==> config.mk <==
export PLATFORM = sky130hd
export DESIGN_NAME = register_scoreboard
export DESIGN_NICKNAME = d
export VERILOG_FILES = /design/src/rtl/register_scoreboard_pkg.sv /design/src/rtl/load_pending_queue.sv /design/src/rtl/register_scoreboard.sv
export SDC_FILE = /design/constraint.sdc
export NUM_CORES = 1
export LEC_CHECK = 0
export ABC_AREA = 1
export CAP_MARGIN = 10
export CORE_UTILIZATION = 54
export CTS_BUF_LIST = sky130_fd_sc_hd__clkbuf_16
export DETAILED_ROUTE_END_ITERATION = 10
export HOLD_SLACK_MARGIN = 0.05
export PLACE_DENSITY_LB_ADDON = 0.08
export SYNTH_ARGS = -nofsm -noshare
export SYNTH_HDL_FRONTEND = slang
export SYNTH_SLANG_ARGS = --single-unit
==> constraint.sdc <==
create_clock -name i_Clock -period 5.1 [get_ports i_Clock]
set_input_delay 1.02 -clock i_Clock [delete_from_list [all_inputs] [get_ports i_Clock]]
set_output_delay 1.02 -clock i_Clock [all_outputs]
set_load 0.01 [all_outputs]
==> src/rtl/register_scoreboard_pkg.sv <==
// ---------------------------------------------------------------------------
// register_scoreboard_pkg
// Shared pipeline definitions for the issue scoreboard:
//   issue_kind_e  - decoded instruction class presented at issue
//   stall_cause_e - reason reported alongside a decode stall
//   pick_cause    - priority encoder for the stall cause
// ---------------------------------------------------------------------------
package register_scoreboard_pkg;

   localparam int NUM_ARCH_REGS = 32;

   typedef enum logic [1:0] {
      KIND_ALU  = 2'b00,
      KIND_LOAD = 2'b01,
      KIND_LONG = 2'b10,
      KIND_RSVD = 2'b11   // decoded as an ALU op: never creates busy state
   } issue_kind_e;

   typedef enum logic [1:0] {
      CAUSE_NONE     = 2'b00,
      CAUSE_LOAD_USE = 2'b01,
      CAUSE_LONG_DEP = 2'b10,   // RAW on the long result, or WAW on its RD
      CAUSE_LONG_OCC = 2'b11    // second long op while the unit is busy
   } stall_cause_e;

   // Load-use outranks a long dependency, which outranks unit occupancy.
   function automatic stall_cause_e pick_cause(input logic load_use,
                                               input logic long_dep,
                                               input logic long_occ);
      stall_cause_e cause;
      cause = CAUSE_NONE;
      if (load_use)
         cause = CAUSE_LOAD_USE;
      else if (long_dep)
         cause = CAUSE_LONG_DEP;
      else if (long_occ)
         cause = CAUSE_LONG_OCC;
      return cause;
   endfunction

endpackage

==> src/rtl/load_pending_queue.sv <==
// ---------------------------------------------------------------------------
// load_pending_queue
// Fixed-length delay line of {valid, rd} entries. A pushed entry shifts one
// stage per cycle and drops off the end after DEPTH cycles; while it is in
// the line its register is reported in busy_mask. Flush invalidates all
// entries at the next edge.
// Ports:
//   clk, rst_n   - clock, asynchronous active-low reset
//   flush        - invalidate every entry
//   push_valid   - enter push_rd into the first stage this cycle
//   push_rd      - destination register of the load
//   busy_mask    - one bit per architectural register held by an entry
// ---------------------------------------------------------------------------
module load_pending_queue
   import register_scoreboard_pkg::*;
#(
   parameter int DEPTH     = 1,
   parameter int REG_WIDTH = 5
) (
   input  logic                     clk,
   input  logic                     rst_n,
   input  logic                     flush,
   input  logic                     push_valid,
   input  logic [REG_WIDTH-1:0]     push_rd,
   output logic [NUM_ARCH_REGS-1:0] busy_mask
);

   logic                 valid_reg [DEPTH];
   logic [REG_WIDTH-1:0] rd_reg    [DEPTH];
   logic                 src_valid [DEPTH];
   logic [REG_WIDTH-1:0] src_rd    [DEPTH];

   generate
      for (genvar gi = 0; gi < DEPTH; gi++) begin : g_stage
         if (gi == 0) begin : g_head
            assign src_valid[gi] = push_valid;
            assign src_rd[gi]    = push_rd;
         end else begin : g_body
            assign src_valid[gi] = valid_reg[gi-1];
            assign src_rd[gi]    = rd_reg[gi-1];
         end

         always_ff @(posedge clk or negedge rst_n) begin
            if (!rst_n) begin
               valid_reg[gi] <= 1'b0;
               rd_reg[gi]    <= '0;
            end else if (flush) begin
               valid_reg[gi] <= 1'b0;
               rd_reg[gi]    <= '0;
            end else begin
               valid_reg[gi] <= src_valid[gi];
               rd_reg[gi]    <= src_rd[gi];
            end
         end
      end
   endgenerate

   always_comb begin
      busy_mask = '0;
      for (int i = 0; i < DEPTH; i++) begin
         if (valid_reg[i])
            busy_mask[rd_reg[i]] = 1'b1;
      end
   end

endmodule

==> src/rtl/register_scoreboard.sv <==
// ---------------------------------------------------------------------------
// register_scoreboard
// Decode-stage hazard detector for an in-order pipeline with one LOAD delay
// line (LOAD_LATENCY deep, 1..3) and a single blocking long (mul/div) unit.
// Ports:
//   i_Clock, i_Reset        - clock, asynchronous active-low reset
//   i_IssueValid            - instruction presented at decode
//   i_IssueRD/RDEnable      - destination register and its write enable
//   i_IssueKind             - ALU / LOAD / LONG / reserved (as ALU)
//   i_IssueRS1/RS2, *Used   - source registers and whether they are read
//   i_LongDone              - long unit delivers its result this cycle
//   i_Flush                 - squash current issue and pending loads
//   o_Stall, o_StallCause   - combinational hold of decode and its reason
//   o_BusyMask              - registers with a non-forwardable pending write
//   o_LongBusy              - long operation outstanding
//   o_StallCount            - saturating count of stalled cycles
// ---------------------------------------------------------------------------
module register_scoreboard
   import register_scoreboard_pkg::*;
#(
   parameter int REG_WIDTH    = 5,
   parameter int LOAD_LATENCY = 1,
   parameter int COUNT_WIDTH  = 16
) (
   input  logic                     i_Clock,
   input  logic                     i_Reset,
   input  logic                     i_IssueValid,
   input  logic [REG_WIDTH-1:0]     i_IssueRD,
   input  logic                     i_IssueRDEnable,
   input  logic [1:0]               i_IssueKind,
   input  logic [REG_WIDTH-1:0]     i_IssueRS1,
   input  logic [REG_WIDTH-1:0]     i_IssueRS2,
   input  logic                     i_IssueRS1Used,
   input  logic                     i_IssueRS2Used,
   input  logic                     i_LongDone,
   input  logic                     i_Flush,
   output logic                     o_Stall,
   output logic [1:0]               o_StallCause,
   output logic [NUM_ARCH_REGS-1:0] o_BusyMask,
   output logic                     o_LongBusy,
   output logic [COUNT_WIDTH-1:0]   o_StallCount
);

   issue_kind_e              kind;
   logic [NUM_ARCH_REGS-1:0] load_mask;
   logic [NUM_ARCH_REGS-1:0] long_mask;
   logic                     long_busy_reg;
   logic [REG_WIDTH-1:0]     long_rd_reg;
   logic [COUNT_WIDTH-1:0]   count_reg;
   logic                     rs1_live, rs2_live, rd_live;
   logic                     load_use, long_dep, long_occ;
   logic                     accept, load_push, long_start;
   stall_cause_e             cause;

   assign kind = issue_kind_e'(i_IssueKind);

   // x0 is hardwired, so it is never a live operand or destination.
   assign rs1_live = i_IssueRS1Used  && (i_IssueRS1 != '0);
   assign rs2_live = i_IssueRS2Used  && (i_IssueRS2 != '0);
   assign rd_live  = i_IssueRDEnable && (i_IssueRD  != '0);

   assign load_use = (rs1_live && load_mask[i_IssueRS1]) ||
                     (rs2_live && load_mask[i_IssueRS2]);
   // long_rd_reg is never x0 while busy, so the live gating covers x0 too.
   // i_LongDone is deliberately not consulted: no done-to-decode bypass.
   assign long_dep = long_busy_reg &&
                     ((rs1_live && (i_IssueRS1 == long_rd_reg)) ||
                      (rs2_live && (i_IssueRS2 == long_rd_reg)) ||
                      (rd_live  && (i_IssueRD  == long_rd_reg)));
   assign long_occ = long_busy_reg && (kind == KIND_LONG);

   assign o_Stall      = i_IssueValid && (load_use || long_dep || long_occ);
   assign cause        = o_Stall ? pick_cause(load_use, long_dep, long_occ) : CAUSE_NONE;
   assign o_StallCause = cause;

   assign accept     = i_IssueValid && !o_Stall && !i_Flush;
   assign load_push  = accept && (kind == KIND_LOAD) && rd_live;
   assign long_start = accept && (kind == KIND_LONG) && rd_live;

   load_pending_queue #(
      .DEPTH     (LOAD_LATENCY),
      .REG_WIDTH (REG_WIDTH)
   ) u_load_queue (
      .clk        (i_Clock),
      .rst_n      (i_Reset),
      .flush      (i_Flush),
      .push_valid (load_push),
      .push_rd    (i_IssueRD),
      .busy_mask  (load_mask)
   );

   // long_start requires !long_busy_reg (occupancy stalls), so a done and a
   // start never collide on the same edge.
   always_ff @(posedge i_Clock or negedge i_Reset) begin
      if (!i_Reset) begin
         long_busy_reg <= 1'b0;
         long_rd_reg   <= '0;
      end else if (i_LongDone && long_busy_reg) begin
         long_busy_reg <= 1'b0;
         long_rd_reg   <= '0;
      end else if (long_start) begin
         long_busy_reg <= 1'b1;
         long_rd_reg   <= i_IssueRD;
      end
   end

   generate
      for (genvar gi = 0; gi < NUM_ARCH_REGS; gi++) begin : g_long_mask
         assign long_mask[gi] = long_busy_reg && (long_rd_reg == REG_WIDTH'(gi));
      end
   endgenerate

   always_ff @(posedge i_Clock or negedge i_Reset) begin
      if (!i_Reset)
         count_reg <= '0;
      else if (o_Stall && (count_reg != '1))
         count_reg <= count_reg + 1'b1;
   end

   assign o_BusyMask   = load_mask | long_mask;
   assign o_LongBusy   = long_busy_reg;
   assign o_StallCount = count_reg;

endmodule
# Yosys cells after proc, flatten, opt, wreduce, memory -nomap -nowiden
# Index checks and enable logic that the tools add are counted.
dict set report totals {
  regBits 28
  latch_bits 0
  ramBits 0
  rom_bits 0
  in_bits 25
  out_inout_bits 52
  wordCells 129
  n_memories 0
}
dict set report classes {
  addsub 1
  multipliers 0
  n_div 0
  n_lt_le_gt_ge 4
  eq_ne 37
  n_shift 0
  muxes 17
  bitwise 1
  reduce_logical 64
}
# operator n
set op_table {}
lappend op_table {{== test 5 bit (second input constant)} 16}
lappend op_table {{logical AND 1 bit} 52}
lappend op_table {{== test 5 x 4 -> 1 bit (second input constant)} 8}
lappend op_table {{two-way mux 32 bit} 1}
lappend op_table {{OR 32 bit} 1}
lappend op_table {{== test 5 x 3 -> 1 bit (second input constant)} 4}
lappend op_table {{less-than comparator 5 x 6 -> 1 bit (second input constant)} 3}
lappend op_table {{adder 16 x 1 -> 16 bit (second input constant)} 1}
lappend op_table {{!= test 16 bit (second input constant)} 1}
lappend op_table {{== test 5 bit} 3}
lappend op_table {{two-way mux 5 bit} 3}
lappend op_table {{nonzero test 5 bit} 3}
lappend op_table {{binary-select mux 1 bit (select 5 bit)} 2}
lappend op_table {{== test 5 x 2 -> 1 bit (second input constant)} 2}
lappend op_table {{two-way mux 2 bit} 4}
lappend op_table {{two-way mux 1 bit} 6}
lappend op_table {{demux 1 bit (select 5 bit)} 1}
lappend op_table {{== test 5 x 1 -> 1 bit (second input constant)} 1}
lappend op_table {{>= comparator 5 x 1 -> 1 bit (second input constant)} 1}
lappend op_table {{zero test 5 bit} 1}
lappend op_table {{logical OR 1 bit} 5}
lappend op_table {{== test 2 x 1 -> 1 bit (second input constant)} 1}
lappend op_table {{== test 2 bit (second input constant)} 1}
lappend op_table {{zero test 1 bit} 2}
lappend op_table {{nonzero test 2 bit} 1}

# Logic depth before layout (Yosys ltp)
# Gate-level depths: netlist of the first run.
dict set report logic_depth {
  word_depth 19
  depth_mapped 20
  depth_no_buf 18
}

# Modules after synthesis
# Synthesis of the first run repeated with hierarchy kept, for this count alone.
dict set report hier_totals {
  hier_cells 527
  hier_area_um2 3168.0
}
# mod n_inst cells_each area_each_um2
set modules_own_cells {}
lappend modules_own_cells {register_scoreboard 1 459 2772.7}
lappend modules_own_cells {load_pending_queue 1 68 395.4}

# Worst setup path after synthesis of the first run
# Ideal clock, no wire load.
dict set report synth_path {
  path_kind {input to output}
  start {input port i_IssueRS1[1]}
  end {output port o_Stall}
  t_arrival_ps 2424
  required_ps 4080
  setup_slack_ps 1656
  stages 12
  cell_sequence {buf_2 -> inv_1 -> nand2_1 -> o31ai_1 -> inv_1 -> nand4_1 -> nand3_1 -> a21oi_1 -> nand3_2 -> nand2_2 -> inv_4 -> buf_4}
}
dict set report synth_between {
  elab_chain_cells 9
  word_cells_on_any_way 14
}
# element line_no
set synth_lines {}
lappend synth_lines {{start, declared} register_scoreboard.sv:31} ;# input logic [REG_WIDTH-1:0] i_IssueRS1,
lappend synth_lines {{parallel branches: the longest is 6 deep, another holds binary-select mux 1 bit (select 5 bit)} n/a}
lappend synth_lines {{logical OR 1 bit * (2 in series)} register_scoreboard.sv:72} ;# assign o_Stall = i_IssueValid && (load_use || long_dep || long_occ);
lappend synth_lines {{logical AND 1 bit *} register_scoreboard.sv:72}
lappend synth_lines {{end, declared} register_scoreboard.sv:37} ;# output logic o_Stall,
# Every way passes the cells marked *. The select of a mux whose other input is x is not followed.

# Final worst setup path of the first run
dict set report layout_path {
  start {input port i_IssueRS2[0]}
  end {output port o_Stall}
}
dict set report layout_between {
  elab_chain_cells 9
  word_cells_on_any_way 14
}
# element line_no
set layout_lines {}
lappend layout_lines {{start, declared} register_scoreboard.sv:32} ;# input logic [REG_WIDTH-1:0] i_IssueRS2,
lappend layout_lines {{parallel branches: the longest is 6 deep, another holds binary-select mux 1 bit (select 5 bit)} n/a}
lappend layout_lines {{logical OR 1 bit * (2 in series)} register_scoreboard.sv:72}
lappend layout_lines {{logical AND 1 bit *} register_scoreboard.sv:72}
# Marks and branches as above.

==> results of run 1 <==
routing by layer:
metal / up-vias / global-route usage [%]
li1: 1814 / -
met1: 1791 / 50.8
met2: 313 / 56.9
met3: 30 / 7.38
met4: 0 / 10.0
met5: - / 0
cells in the final DEF (no fill, tap or decap), drive strengths merged:
cell	netlist	layout
nand2	141	141
nand3	111	111
clkdlybuf4s50	0	76
nor2	64	64
inv	38	38
dfrtp	28	28
o22ai	23	23
o21ai	17	17
xnor2	15	15
xor2	11	11
nand4	8	8
a21oi	8	8
nor3	7	7
buf	14	6
clkinv	3	3
nor4	3	3
clkbuf	7	3
nor3b	1	1
a21boi	1	1
nor2b	1	1
nand3b	1	1
o31ai	1	1
ha	1	1
bufinv	0	1
how the worst max path moves through the flow:
stage	depth (start not counted)	endpoint
2_1_floorplan	12	o_Stall
3_3_place_gp	12	o_Stall
3_5_place_dp	14	o_Stall
4_1_cts	14	o_Stall
5_1_grt	14	o_Stall
6_report	12	o_Stall
power breakdown:
part,switching (uW),total [uW],internal (uW)
Clock,77.5,234,156
Sequential,67.9,318,250
Combinational,192,326,134
cell type report:
cell class              instances  area, um^2  share of cell area [%]
clock buffers                   3        75.1                    1.91
clock inverters                 1        30.0                   0.764
inverters                      41         156                    3.98
multi-input cells             414        2080                    52.8
flip-flops and latches         28         701                    17.8
well taps                      70        87.6                    2.23
repair buffers                 82         806                    20.5
worst min-delay path: stages, from the launching register on:
cell and delay [ns]:
dfrtp_1 0.41, nand2_1 0.07, nand2_1 0.05
cell families (layout without fill, tap and decap cells):
kind of cell	after synthesis	in the layout
compound gates	50	50
xor+xnor	26	26
fa+ha+maj	1	1
buf+inv	62	127
flops	28	28
simple gates	337	337
through the flow:
stage,instances,utilization (%),hold WS [ns],setup WS (ns)
4_1_cts,639,74.6,0.553,0.625
6_report,639,74.6,0.559,0.600
3_3_place_gp,635,72.6,0.520,0.697
5_1_grt,639,74.6,0.590,0.396
2_1_floorplan,504,-,0.556,1.66
3_5_place_dp,635,72.6,0.535,0.642
==> impl_metrics.ini, run 1 <==
[final_layout]
largest_register_ff_count = 16
stdcell_area_mm2 = 0.00393
syn_to_final_growth_pct = 29.0
n_antenna_cell = 0
fin_nets = 596
fill_cells = 435
drive_gt1_share_pct = 6.33

[worst_hold_path]
hold_path_class = register to register
min_to = o_StallCount[14]$_DFFE_PN0P_
min_path_cells = 2
hp-start = o_StallCount[14]$_DFFE_PN0P_

[detailed_routing]
dr_wl_met3_mm = 1.29
dr.max_layer_used = met4
avgRoutedWirePerCell_um = 16.8
routed_via_density = 6.18
dr_wl_met2_mm = 4.69
antenna_left = 0
vias = 3948
routed_wirelength_mm = 10.8
drtPass1Iterations = 7
drtIter0Drc = 543
m1WireLength_mm = 4.54
drc = 0

[clock_network]
worstSkewPairLatency_ns = 0.26
cts_setup_buffers = 0
cts.sinks = 28
clk_pin_slew_ns = 0.07
cts_resized = 0
htreeDepth = 1
ctsHoldBuffers = 0
cts_buffer_depth = 2
cts_buffers = 3
cts_root_buffer = clkbuf_16
tritoncts = yes

[timing]
max_slew_margin_pct = 48.7
drv_slew = 0
rsz0062_at_grt = no
fmax_mhz = 222
final.period_utilization_pct = 88.2
final-hold-violation-count = 0
fin_crit_ns = 4.50
fin_skew_ns = 0.00474
finalSetupViolations = 0
tightestPinTransition_ns = 0.767
tns_ns = 0

[power]
total_power_uw = 877
ir_drop_mv = 0.326
pwr_density_cell_mw_per_mm2 = 223
leakage_uw = 0.00167

[synthesis]
synthesis.instances = 504
ys_ff_latch = 28
synth_compound_area_share_pct = 9.32
yosys.area.top_type = dfrtp_1
yosys.area_share.simple_pct = 50.9
synth_mux_area_share_pct = 0
synth_xor_xnor_area_share_pct = 7.47
yosysTopAreaCellShare_pct = 23.0
syn-num-nets = 530
syn_area_mm2 = 0.00305
synth_top_family_by_area = simple AND/OR/NAND/NOR gates
netlist_top_cells_count = 138 x nand2_1, 101 x nand3_1, 57 x nor2_1
synth_edf_count = 0
syn_area_per_cell_um2 = 6.05
synth_most_common_cell = nand2_1
yosys.area_share.adder_pct = 0.411
synthArstFlopShare_pct = 100
synthTopCellsByArea = dfrtp_1 23%, nand2_1 17%, nand3_1 17%
ys_seq_area_share_pct = 23.0
ys.warnings.count = 0
synth_ff_type = dfrtp_1
synth.distinct_cells = 34

[worst_setup_path]
critical_path_buf_inv_count = 5
cp.required_ns = 4.08
path_max_fanout = 18
r2r-end = o_StallCount[0]$_DFFE_PN0P_
crit_chain = clkdlybuf4s50_1, clkinv_1, nand4_1, o21ai_0, inv_1, nand4_1, nand3_1, a21oi_1, nand3_2, nand2_2, inv_4, clkdlybuf4s50_1
crit_arrival_ns = 3.48
critical-path-top-delay-family = buffers and inverters
reg2reg_depth = 15
path_class = primary input to primary output
cpPeakStageDelay_ns = 0.57
slowest_stage = clkdlybuf4s50_1
reg2reg_slack_ns = 2.43
endpoint_kind = primary output
timing.rr.start = u_load_queue.rd_reg[0]$_DFF_PN0_
start_kind = primary input
critPathLaunch = i_IssueRS2[0]

[global_routing]
grt_max_degree = 29
grt_pass1_vias = 3521
grt_antenna_before_repair = 0
grt_pass1_wl_mm = 17.2
grt_overflow_total = 0
grt.total_usage_pct = 36.5

[floorplan]
num_rows = 26
start_util_pct = 57.8
io_pins = 77
dieArea_mm2 = 0.00595
die_y_um = 77.1
die_w_um = 77.1
core_area_mm2 = 0.00527

[job]
cap_violations = 0

[place]
place_area_mm2 = 0.00383
hpwl_mm = 8.25
port_buffers = 76
finalWeightedCongestion = 0.995

[outcome]
outcome = finished, final reports clean
Power figures use the tool's default switching activity.
==> run 2, diff against run 1 <==
CORE_UTILIZATION = 29   (was 54)
SKIP_LAST_GASP = 1   (was not set)
==> run 2 against run 1 <==
Against the previous run:
- combinational power decreased by 2%
- global-route usage shrank 15 points
- sequential power about the same
- worst setup slack worse by 0.16 ns
- clock power is 21% lower
- flip-flop and latch count did not move
==> impl_metrics.ini, run 2 (synthesized netlist as in run 1, its figures left out) <==
[outcome]
outcome = finished, final reports clean

[worst_hold_path]
hp-start = o_StallCount[15]$_DFFE_PN0P_
hold_path_class = register to register

[worst_setup_path]
path_max_fanout = 18
cp.required_ns = 4.08
crit_arrival_ns = 3.64
endpoint_kind = primary output
start_kind = primary input
critPathLaunch = i_IssueRS1[0]
critical_path_buf_inv_count = 5
cpPeakStageDelay_ns = 0.57
critical-path-top-delay-family = buffers and inverters
timing.rr.start = u_load_queue.rd_reg[3]$_DFF_PN0_
crit_chain = clkdlybuf4s50_1, clkinv_1, nand2_1, inv_1, a21oi_1, nand3_1, nand3_1, nand2_1, nand2_1, nand3_2, nand3_2, nand2_2, inv_4, clkdlybuf4s50_1
slowest_stage = clkdlybuf4s50_1
path_common_cell = nand2_1
path_class = primary input to primary output

[timing]
final.period_utilization_pct = 91.4
fin_skew_ns = 0.00491
final-hold-violation-count = 0
rsz0062_at_grt = no
tns_ns = 0
max_slew_margin_pct = 45.7
drv_slew = 0
finalSetupViolations = 0
tightestPinTransition_ns = 0.812
fmax_mhz = 215
fin_crit_ns = 4.66

[final_layout]
final_cell_count_no_fill = 704
syn_to_final_growth_pct = 30.6
largest_register_ff_count = 16
seq_area_um2 = 701
final_common_cell = nand2_1
drive_gt1_share_pct = 5.99
layout_common_cells = 138 x nand2_1, 101 x nand3_1, 76 x clkdlybuf4s50_1
fin_nets = 595
multiInputGateArea_mm2 = 0.00208
fill_cells = 1156
n_antenna_cell = 0

[clock_network]
ctsHoldBuffers = 0
cts_buffer_depth = 2
cts.sinks = 28
clk_pin_slew_ns = 0.07
worstSkewPairLatency_ns = 0.27
cts_resized = 0
htreeDepth = 1
cts_buffers = 3
cts_root_buffer = clkbuf_16
cts_setup_buffers = 0
tritoncts = yes

[power]
pwr_density_cell_mw_per_mm2 = 207
leakage_uw = 0.00165
ir_drop_mv = 0.124

[floorplan]
start_util_pct = 29.7
dieArea_mm2 = 0.0109
num_rows = 37
die_w_um = 105
die_y_um = 105
io_pins = 77
core_area_mm2 = 0.0103

[detailed_routing]
routed_via_density = 5.24
drc = 0
drtPass1Iterations = 4
avgRoutedWirePerCell_um = 16.1
vias = 3690
antenna_left = 0
drtIter0Drc = 273
routed_wirelength_mm = 11.4

[job]
cap_violations = 0

[place]
finalWeightedCongestion = 0.960
dp.cells = 700
hpwl_mm = 8.75
port_buffers = 76

[global_routing]
grt_antenna_before_repair = 0
grt_pass1_vias = 3450
grt_overflow_total = 0
grt_pass1_wl_mm = 18.4
grt_max_degree = 29
grt.total_usage_pct = 21.1
-- run 2: cell types whose count changed in the layout (fill, tap and decap cells not counted), sizes merged --
cell    delta
bufinv     -1
buf        -1
clkinv     +1
-- run 2: final timing paths --
check	endpoint	slack [ns]	depth (start not counted)
worst max-delay path	o_Stall	0.44	14
min in group asynchronous	o_StallCount[15]$_DFFE_PN0P_	1.13	2
worst min-delay path	o_StallCount[15]$_DFFE_PN0P_	0.55	2
worst max register to register	o_StallCount[9]$_DFFE_PN0P_	2.32	15
max in group asynchronous	o_StallCount[6]$_DFFE_PN0P_	3.69	2
worst min register to register	o_StallCount[15]$_DFFE_PN0P_	0.55	2
-- run 2: layout make-up --
class | instances | area share, %
repair buffers | 81 | 20.1
inverters | 41 | 3.93
multi-input cells | 414 | 52.2
well taps | 136 | 4.28
clock buffers | 3 | 1.89
flip-flops and latches | 28 | 17.6
clock inverters | 1 | 0.0943
-- run 2: layer usage --
metal / GRT usage (%) / wire, um
met1: 31.8 / 5600
met2: 31.3 / 4740
met3: 2.69 / 863
met4: 5.31 / 148
met5: 0 / 0
-- run 2: power by group --
part | leakage (uW) | switching, uW | internal (uW)
combinational | 0.00124 | 185 | 134
sequential | 0.000378 | 71.7 | 250
clock | 0.0000385 | 79.0 | 105
total | 0.00165 | 335 | 489
-- run 2: metrics by stage --
step                      util, %  worst slack, ns  hold slack [ns]  power [uW]  instance area (um^2)
after floorplan                 -             1.66            0.556         498                  3050
after CTS                    38.7            0.447            0.552         829                  3980
after global placement       38.0            0.547            0.532         642                  3900
after detailed placement     38.0            0.453            0.537         642                  3900
after global routing         38.7            0.249            0.577         882                  3980
final                        38.7            0.440            0.546         824                  3980
-- run 2: worst reg2reg max path, stage by stage (launching register included) --
cell	delay (ns)
dfrtp_1	0.55
nand2_1	0.13
nor2_1	0.46
nand2_1	0.24
a21oi_1	0.17
nand3_1	0.10
nand3_1	0.09
nand2_1	0.06
nand2_1	0.06
nand3_2	0.09
nand3_2	0.10
nand2_2	0.09
inv_4	0.18
nand2_4	0.18
nand2_1	0.11
nand2_1	0.06
==> run 3, diff against run 2 <==
CORE_MARGIN = 2   (was not set)
==> run 3 against run 2 <==
Against the previous run:
- die area increased by 3.9%
- clock-buffer cell count did not move
- via count fell by 0.41%
- global-route usage is 1.4 points lower
- clock power hardly changed
- register-to-register slack gained 0.03 ns
- maximum frequency decreased by 2.4%
- combinational power about the same
- sequential share of layout area unchanged
- flip-flop and latch count unchanged
- core utilization is the same
- cell count stayed put
==> impl_metrics.ini, run 3 (synthesized netlist as in run 1, its figures left out) <==
[global_routing]
grt_pass1_wl_mm = 17.9
grt_pass1_vias = 3432
grt.total_usage_pct = 19.8
grt_antenna_before_repair = 0
grt_overflow_total = 0
grt_max_degree = 29

[detailed_routing]
antenna_left = 0
routed_via_density = 5.22
drtIter0Drc = 298
routed_wirelength_mm = 11.3
vias = 3675
drc = 0
avgRoutedWirePerCell_um = 16.0
drtPass1Iterations = 5

[timing]
finalSetupViolations = 0
fmax_mhz = 209
tns_ns = 0
final-hold-violation-count = 0
rsz0062_at_grt = no
fin_skew_ns = 0.00727
tightestPinTransition_ns = 0.827
max_slew_margin_pct = 44.7
hold_ws_ns = 0.560
drv_slew = 0
fin_crit_ns = 4.78
final.period_utilization_pct = 93.6

[worst_setup_path]
crit_chain = clkdlybuf4s50_1, clkinv_1, nand2_1, inv_1, a21oi_1, nand2_1, nor2_1, nor2_1, nand2_1, nand3_2, nand3_2, nand2_2, inv_4, clkdlybuf4s50_1
timing.rr.start = u_load_queue.valid_reg$_DFF_PN0_
reg2reg_slack_ns = 2.35
path_common_cell = nand2_1
cpPeakStageDelay_ns = 0.57
critPathLaunch = i_IssueRS1[0]
crit_arrival_ns = 3.76
r2r-end = o_StallCount[9]$_DFFE_PN0P_
cp.required_ns = 4.08
reg2reg_depth = 15
endpoint = o_Stall
endpoint_kind = primary output
path_depth = 14
critical-path-top-delay-family = buffers and inverters
path_class = primary input to primary output
critical_path_buf_inv_count = 5
start_kind = primary input
path_max_fanout = 18
slowest_stage = clkdlybuf4s50_1

[floorplan]
core_area_mm2 = 0.0103
io_pins = 77
start_util_pct = 29.7
die_w_um = 107
die_y_um = 107
num_rows = 37
dieArea_mm2 = 0.0113

[final_layout]
final_common_cell = nand2_1
fill_cells = 1134
final_core_util_pct = 38.7
n_antenna_cell = 0
syn_to_final_growth_pct = 30.6
drive_gt1_share_pct = 5.99
final_cell_count_no_fill = 704
largest_register_ff_count = 16
layout_common_cells = 138 x nand2_1, 101 x nand3_1, 76 x clkdlybuf4s50_1
fin_nets = 595

[place]
dp.cells = 700
finalWeightedCongestion = 0.905
hpwl_mm = 8.80
port_buffers = 76

[clock_network]
tritoncts = yes
ctsHoldBuffers = 0
cts_buffer_depth = 2
htreeDepth = 1
cts_resized = 0
worstSkewPairLatency_ns = 0.27
cts_buffers = 3
cts_root_buffer = clkbuf_16
cts.sinks = 28
cts_setup_buffers = 0
clk_pin_slew_ns = 0.07

[power]
total_power_uw = 822
ir_drop_mv = 0.147
pwr_density_cell_mw_per_mm2 = 207
leakage_uw = 0.00165

[job]
cap_violations = 0

[worst_hold_path]
min_path_cells = 2
hold_path_class = register to register

[outcome]
outcome = finished, final reports clean
==> run 3: routing by layer <==
metal	share of wire (%)	GRT usage, %
met1	47	29.1
met3	8.0	2.58
met4	1.7	6.96
met2	43	29.3
met5	0	0
==> run 3: how the worst min path moves through the flow <==
| stage | slack, ns | end | startpoint |
|---|---|---|---|
| 6_report | 0.56 | o_StallCount[15]$_DFFE_PN0P_ | o_StallCount[15]$_DFFE_PN0P_ |
| 5_1_grt | 0.61 | o_StallCount[15]$_DFFE_PN0P_ | o_StallCount[15]$_DFFE_PN0P_ |
| 4_1_cts | 0.56 | o_StallCount[15]$_DFFE_PN0P_ | o_StallCount[15]$_DFFE_PN0P_ |
| 3_5_place_dp | 0.54 | o_StallCount[15]$_DFFE_PN0P_ | o_StallCount[15]$_DFFE_PN0P_ |
| 3_3_place_gp | 0.53 | o_StallCount[15]$_DFFE_PN0P_ | o_StallCount[15]$_DFFE_PN0P_ |
| 2_1_floorplan | 0.56 | o_StallCount[14]$_DFFE_PN0P_ | o_StallCount[14]$_DFFE_PN0P_ |
==> run 3: worst reg2reg max path, stage by stage (launching register included) <==
cell	delay [ns]
dfrtp_1	0.54
nand3_2	0.37
inv_1	0.36
nand3_1	0.12
nand3_1	0.10
nand3_1	0.08
nand2_1	0.11
nand2_1	0.07
nand3_1	0.09
nand3_2	0.10
nand3_2	0.11
nand2_2	0.09
inv_4	0.18
nand2_4	0.17
nand2_1	0.11
nand2_1	0.05
==> run 3: area by class of cell <==
type | count | area [um^2] | share of cell area [%]
multi-input cells | 414 | 2080 | 52.2
repair buffers | 81 | 798 | 20.1
flip-flops and latches | 28 | 701 | 17.6
well taps | 136 | 170 | 4.28
inverters | 41 | 156 | 3.93
clock buffers | 3 | 75.1 | 1.89
clock inverters | 1 | 3.75 | 0.0943
==> run 3: metrics by stage <==
stage	instance area, um^2	setup slack [ns]
final	3980	0.325
after global routing	3980	0.0726
after CTS	3980	0.374
after detailed placement	3900	0.386
after global placement	3900	0.459
after floorplan	3050	1.66
==> run 3: power breakdown <==
group | total [uW] | switching (uW) | internal [uW]
registers | 317 | 67.7 | 250
clock network | 183 | 78.1 | 105
logic | 321 | 187 | 134
